### src/rtl/cp0_timer.sv
// cp0_timer: coprocessor 0 for the P7 pipeline. It sits at M, beside the data memory.
// It holds SR, Cause, EPC and PRId and takes NUM_HWINT level-sensitive interrupt
// lines. It arbitrates interrupt > exception > eret and produces the redirect
// target on epc_out.
// Optional feature: define CP0_TIMER_EN to add the Count/Compare timer.
// The timer interrupt (TI) is ORed into IP[15].
module cp0_timer #(
  parameter int          NUM_HWINT = 6,            // legal 1..6
  parameter logic [31:0] PRID_VAL  = 32'h2023_1198,
  parameter int          COUNT_DIV = 1             // legal 1..256
) (
  input  logic                 clk,
  input  logic                 reset,
  input  logic [4:0]           CP0_addr,
  input  logic [31:0]          CP0_data_in,
  input  logic                 CP0_WE,
  input  logic [31:0]          pc_M_in,
  input  logic                 bd_M,
  input  logic [4:0]           ExcCode_in,
  input  logic                 eret_M,
  input  logic [NUM_HWINT-1:0] HWInt,
  output logic                 Req,
  output logic                 IntReq_out,
  output logic                 IntReq_reg_out,
  output logic [31:0]          epc_out,
  output logic [31:0]          CP0_data_out
);

  localparam logic [4:0] A_COUNT   = 5'd9;
  localparam logic [4:0] A_COMPARE = 5'd11;
  localparam logic [4:0] A_SR      = 5'd12;
  localparam logic [4:0] A_CAUSE   = 5'd13;
  localparam logic [4:0] A_EPC     = 5'd14;
  localparam logic [4:0] A_PRID    = 5'd15;

  typedef struct packed {
    logic [5:0] im;
    logic       exl;
    logic       ie;
  } sr_t;

  typedef struct packed {
    logic       bd;
    logic [5:0] ip;
    logic [4:0] exc_code;
  } cause_t;

  sr_t         sr_q;
  cause_t      cause_q;
  logic [31:0] epc_q;
  logic        int_req_q;

  logic [5:0]  pend;
  logic        ti;
  logic        int_req;
  logic        exc_req;
  logic        wr_en;
  logic        wr_sr;
  logic        wr_epc;
  logic [31:0] count_rd;
  logic [31:0] compare_rd;

  // Pending vector: external lines map onto IP[10+i]. Line 5 is shared with the timer.
  always_comb begin
    pend = '0;
    for (int i = 0; i < NUM_HWINT; i++) pend[i] = HWInt[i];
    pend[5] = pend[5] | ti;
  end

  assign int_req = (|(pend & sr_q.im)) & ~sr_q.exl & sr_q.ie;
  assign exc_req = (ExcCode_in != 5'd0) & ~sr_q.exl;

  assign IntReq_out     = int_req;
  assign Req            = int_req | exc_req;
  assign IntReq_reg_out = int_req_q;
  assign epc_out        = Req ? (bd_M ? pc_M_in - 32'd4 : pc_M_in) : epc_q;

  // mtc0 is squashed while a redirect is being taken.
  assign wr_en  = CP0_WE & ~Req;
  assign wr_sr  = wr_en & (CP0_addr == A_SR);
  assign wr_epc = wr_en & (CP0_addr == A_EPC);

  // Architectural state: arbitration first, then the mtc0 write.
  // A same-cycle SR write overrides eret clearing EXL.
  always_ff @(posedge clk) begin
    if (reset) begin
      sr_q      <= '0;
      cause_q   <= '0;
      epc_q     <= '0;
      int_req_q <= 1'b0;
    end else begin
      cause_q.ip <= pend;
      int_req_q  <= int_req;
      if (int_req) begin
        cause_q.exc_code <= 5'd0;
        cause_q.bd       <= bd_M;
        sr_q.exl         <= 1'b1;
        epc_q            <= epc_out;
      end else if (exc_req) begin
        cause_q.exc_code <= ExcCode_in;
        cause_q.bd       <= bd_M;
        sr_q.exl         <= 1'b1;
        epc_q            <= epc_out;
      end else if (eret_M) begin
        sr_q.exl <= 1'b0;
      end
      if (wr_sr) begin
        sr_q.im  <= CP0_data_in[15:10];
        sr_q.exl <= CP0_data_in[1];
        sr_q.ie  <= CP0_data_in[0];
      end
      if (wr_epc) epc_q <= {CP0_data_in[31:2], 2'b00};
    end
  end

`ifdef CP0_TIMER_EN
  localparam logic [7:0] PRESC_LAST = 8'(COUNT_DIV - 1);

  logic [31:0] count_q;
  logic [31:0] compare_q;
  logic [31:0] count_nxt;
  logic [7:0]  presc_q;
  logic [7:0]  presc_nxt;
  logic        count_upd;
  logic        ti_q;
  logic        wr_count;
  logic        wr_compare;

  assign wr_count   = wr_en & (CP0_addr == A_COUNT);
  assign wr_compare = wr_en & (CP0_addr == A_COMPARE);

  // Next Count. A software load overrides the prescaled increment and restarts the prescaler.
  always_comb begin
    count_nxt = count_q;
    presc_nxt = presc_q + 8'd1;
    count_upd = 1'b0;
    if (wr_count) begin
      count_nxt = CP0_data_in;
      presc_nxt = 8'd0;
      count_upd = 1'b1;
    end else if (presc_q == PRESC_LAST) begin
      count_nxt = count_q + 32'd1;
      presc_nxt = 8'd0;
      count_upd = 1'b1;
    end
  end

  // Timer state. The match is checked only when Count actually takes a new value.
  // A Count that sits on Compare therefore cannot re-raise TI right after a Compare write.
  // A Compare write clears TI and beats a same-edge match.
  always_ff @(posedge clk) begin
    if (reset) begin
      count_q   <= '0;
      compare_q <= '0;
      presc_q   <= '0;
      ti_q      <= 1'b0;
    end else begin
      count_q <= count_nxt;
      presc_q <= presc_nxt;
      if (wr_compare) begin
        compare_q <= CP0_data_in;
        ti_q      <= 1'b0;
      end else if (count_upd && (count_nxt == compare_q)) begin
        ti_q <= 1'b1;
      end
    end
  end

  assign ti         = ti_q;
  assign count_rd   = count_q;
  assign compare_rd = compare_q;
`else
  assign ti         = 1'b0;
  assign count_rd   = '0;
  assign compare_rd = '0;
`endif

  // mfc0 read mux. Unimplemented addresses read zero.
  always_comb begin
    CP0_data_out = '0;
    case (CP0_addr)
      A_COUNT:   CP0_data_out = count_rd;
      A_COMPARE: CP0_data_out = compare_rd;
      A_SR:      CP0_data_out = {16'b0, sr_q.im, 8'b0, sr_q.exl, sr_q.ie};
      A_CAUSE:   CP0_data_out = {cause_q.bd, ti, 14'b0, cause_q.ip, 3'b0,
                                 cause_q.exc_code, 2'b0};
      A_EPC:     CP0_data_out = epc_q;
      A_PRID:    CP0_data_out = PRID_VAL;
      default:   CP0_data_out = '0;
    endcase
  end

endmodule
### config.mk
export PLATFORM = sky130hd
export DESIGN_NAME = cp0_timer
export DESIGN_NICKNAME = d
export VERILOG_FILES = /design/src/rtl/cp0_timer.sv
export SDC_FILE = /design/constraint.sdc
export NUM_CORES = 1
export LEC_CHECK = 0
export CELL_PAD_IN_SITES_DETAIL_PLACEMENT = 1
export CELL_PAD_IN_SITES_GLOBAL_PLACEMENT = 2
export CORE_ASPECT_RATIO = 1.75
export CORE_MARGIN = 2
export CORE_UTILIZATION = 20
export DETAILED_ROUTE_END_ITERATION = 16
export GPL_TIMING_DRIVEN = 0
export HOLD_SLACK_MARGIN = 0.08
export PLACE_DENSITY_LB_ADDON = 0.1
export SLEW_MARGIN = 0
export SYNTH_ARGS = -nofsm -noshare
export SYNTH_HDL_FRONTEND = slang
export SYNTH_SLANG_ARGS = --single-unit
### constraint.sdc
create_clock -name clk -period 4.1 [get_ports clk]
set_clock_uncertainty 0.2 [all_clocks]
set_input_delay 1.23 -clock clk [delete_from_list [all_inputs] [get_ports clk]]
set_output_delay 1.23 -clock clk [all_outputs]
set_load 0.05 [all_outputs]
==> results <==
- The number of DRC violations after detailed routing is 0.
- The die is 105 um wide.
- The total I/O pin count is 152.
- The final non-filler cell area is 0.00730 sq mm.
- The data required time at the worst endpoint is 2670 ps.
- After detailed routing, the average wire length per cell comes to 21.2 um.
- In the routed layout, each cell is associated on average with a via count of 4.83.
- The library cell with the largest summed area after synthesis is sky130_fd_sc_hd__dfxtp_1.
- 0 antenna diodes ended up in the layout.
- The remaining max-slew budget at the tightest pin is 42.9%.
- TritonCTS built the clock tree.
- In the synthesized netlist the async set-or-reset flop fraction comes to 0%.
- The startpoint identified for the worst register-to-register timing path is sr_q[6]$_SDFFE_PP0P_.
- The total nets after synthesis is 572.
- The capture instance of the worst register-to-register path is epc_q[10]$_SDFFE_PP0P_.
- The later pin in the worst-skew pair is clocked with a latency of 300 ps.
- Setup slack on the worst reg-to-reg path comes out at 1770 ps.
- The clock net sink count is 53.
- After clock tree synthesis, the clock-pin slew on the worst setup and hold paths is 70 ps.
- In this run the worst path has a maximum fanout of 2.
- The main flop type after synthesis is sky130_fd_sc_hd__dfxtp_1.
- The cell area after placement is 0.00588 sq mm.
- The post-layout total power is 1.91 mW.
- The analysis attributes to cell leakage a power of 2.84 nW.
- Setup slack on the critical path of the routed design comes to -432 ps.
- After clock tree synthesis, the flow added hold-fix buffers numbering 0.
- The worst hold path belongs to the class reg -> reg.
- Across the run, the number of max-cap violations was 0.
- The post-route netlist has 48.9% of its cells at a drive strength greater than 1.
- The via count is 4488.
- The worst setup path is launched from an input port.
- The DRC violation total after the first TritonRoute iteration is 126.
- The vertical extent of the die is 180 um.
- The first-pass GRT wire length is 30.0 mm.
- The number of antenna violations at the first check in global routing is 0.
- The floorplan step defined a die boundary enclosing 0.0188 sq mm.
- The worst path in the final design needs a cycle of 4530 ps, including I/O delays and setup.
- The routability congestion estimate is 0.791.
- The power per standard cell area is 262 mW/mm^2.
- The data arrival time of the worst path is 3100 ps.
- The sequential share of the synthesized area is 30.0%.
- The core region is 0.0174 sq mm.
- The growth of design area from synthesis to finish is 107%.
- The smallest hold slack is 266 ps.
- Clock tree synthesis inserted a total of 5 buffers.
- By count the netlist is led by sky130_fd_sc_hd__nor2_1 (85), sky130_fd_sc_hd__nand2_1 (71), sky130_fd_sc_hd__dfxtp_1 (53).
- For this run, the top clock speed supported by timing is 221 MHz.
- The wire length reported by the detailed router is 19.7 mm.
- The proportion of netlist area held by the largest area contributor is 30.0%.
- For the worst flop-to-flop path, the logic depth is 8.
- Setup violations remaining at the end of the flow were counted as 26.
- After synthesis, the cell types taking the most area are sky130_fd_sc_hd__dfxtp_1 (30%), sky130_fd_sc_hd__nor2_1 (9.0%), sky130_fd_sc_hd__nand2_1 (7.5%).
- The cell count after synthesis came out at 486.
- The flip-flop and latch count after synthesis is 53.
- For this run, the post-layout net count is 785.
- The start point of the critical path is pc_M_in[4].
- In this run the mean area of a mapped cell was 7.28 sq um.
- The final critical path takes up 111% of the cycle.
- The flow ran to the end, but the final reports show violations.
- The actual slew at the worst max-slew pin is 852 ps.
- The via count of the first global-routing pass was 5043.
- For this configuration, the core starts out at a cell density of 20.3%.
- The most common cell in the synthesized netlist is sky130_fd_sc_hd__nor2_1.
- The count of antenna-violating nets left after detailed routing is 0.
- The endpoint of the most critical setup path is epc_out[27].
- The number of distinct library cell variants in the gate-level netlist after synthesis is 49.
- The count of pins over their slew limit is 0.
- The highest ir drop seen on vdd is 0.184 mV.
- The worst-case clock buffer depth is 2.
- STA classifies the critical path endpoint as a primary output.
- The area of the mapped netlist is 0.00354 sq mm.
- The checks that failed: negative setup slack.
- The synthesized design contains 0 enable-type register cells.
- The placed wire-length estimate is 14.5 mm.
- The initialized floorplan defines 64 standard-cell rows.
- The count of endpoints failing hold in the final timing report came to 0.
- Setup repair after global routing could not meet its margin everywhere.
- The root buffer cell chosen for the clock tree is sky130_fd_sc_hd__clkbuf_16.
- The class of the most critical setup path is in -> out.
- The number of optimization iterations in the first detailed-route pass is 4.
- Entering global routing, the biggest net connects 15 pins.
- The total routing usage reported by global routing is 20.8%.
- During synthesis, Yosys emitted a total of 0 warnings.
- Fill cells in the final layout number 2000.
- The H-tree depth is 2.
- The number of port buffers is 148.
- Global routing finished with a remaining overflow of 0.
[worst max-delay path, cell delays in order]
cell                     delay (ps)
sky130_fd_sc_hd__buf_8          100
sky130_fd_sc_hd__or4b_4         570
sky130_fd_sc_hd__or4_4          510
sky130_fd_sc_hd__o31a_1         280
sky130_fd_sc_hd__nor3_4         220
sky130_fd_sc_hd__nor2_4          40
sky130_fd_sc_hd__buf_6          150
[metrics by stage]
step / utilization, % / std cells / setup slack, ps / setup TNS (ps)
after floorplan: - / 486 / -251 / -6660
after global placement: 33.8 / 865 / -1880 / -78310
after detailed placement: 33.8 / 865 / -1890 / -78480
after CTS: 40.9 / 912 / -614 / -5020
after global routing: 42.0 / 930 / -478 / -6700
final: 42.0 / 930 / -432 / -5100
[per-layer routing]
layer,wire (um),vias up,global-route usage (%)
met5,0,-,0
met4,677,0,8.05
met3,526,26,2.39
met2,11400,111,42.4
met1,7170,2205,20.8
li1,-,2146,-
[power by group]
part / switching, mW / leakage, nW / internal, mW / total [mW]
registers: 0.0414 / 0.439 / 0.553 / 0.594
logic: 0.492 / 2.33 / 0.378 / 0.870
clock network: 0.208 / 0.0700 / 0.241 / 0.450
[layout by cell type, fill, tap and decap left out, types with 19 or more instances in the layout]
master,count
sky130_fd_sc_hd__nand2_1,65
sky130_fd_sc_hd__buf_4,54
sky130_fd_sc_hd__dfxtp_1,53
sky130_fd_sc_hd__nor2_1,48
sky130_fd_sc_hd__buf_6,47
sky130_fd_sc_hd__clkdlybuf4s50_1,44
sky130_fd_sc_hd__nor2_4,32
sky130_fd_sc_hd__buf_2,27
sky130_fd_sc_hd__a21oi_1,27
sky130_fd_sc_hd__a21oi_4,21
sky130_fd_sc_hd__mux2i_1,21
sky130_fd_sc_hd__a31o_2,19
[final cells by class]
type	instances	area, sq um	share of cell area, %
Clock buffer	7	143	1.95
Buffer	35	364	4.99
Tap cell	231	289	3.96
Timing Repair Buffer	208	2010	27.6
Inverter	4	31.3	0.428
Multi-Input combinational cell	391	3390	46.4
Sequential cell	53	1060	14.5
Timing Repair inverter	1	11.3	0.154
[cell families after synthesis]
| logic type | synth area share [%] |
|---|---|
| xor gates and xnor gates | 4.95 |
| muxes | 5.94 |
| DFF | 30.0 |
| AOI/OAI and AO/OA | 19.7 |
| adders and majority gates | 0.354 |
| and+or+nand+nor | 34.0 |
| buffers and inverters | 5.02 |
[timing repair]
item,CTS,global route
resized for setup,677,60
endpoints found under the setup margin,66,54
cloned,7,0
buffers inserted,34,21
pin swaps,46,36
[registers in the layout (all words and copies together) (netlist names)]
signal,flops
epc_q,32
cause_q,12
sr_q,8
IntReq_reg_out,1
[how the worst min path moves through the flow]
stage                                     endpoint                     start  cells after the start  slack, ps
after detailed placement  cause_q[11]$_SDFFE_PP0N_  cause_q[11]$_SDFFE_PP0N_                      2        250
after CTS                 cause_q[11]$_SDFFE_PP0N_  cause_q[11]$_SDFFE_PP0N_                      2        270
final                     cause_q[11]$_SDFFE_PP0N_  cause_q[11]$_SDFFE_PP0N_                      2        270
after global routing      cause_q[11]$_SDFFE_PP0N_  cause_q[11]$_SDFFE_PP0N_                      2        290
after floorplan           cause_q[11]$_SDFFE_PP0N_  cause_q[11]$_SDFFE_PP0N_                      2        230
after global placement    cause_q[11]$_SDFFE_PP0N_  cause_q[11]$_SDFFE_PP0N_                      2        250
Power figures use the tool's default switching activity.
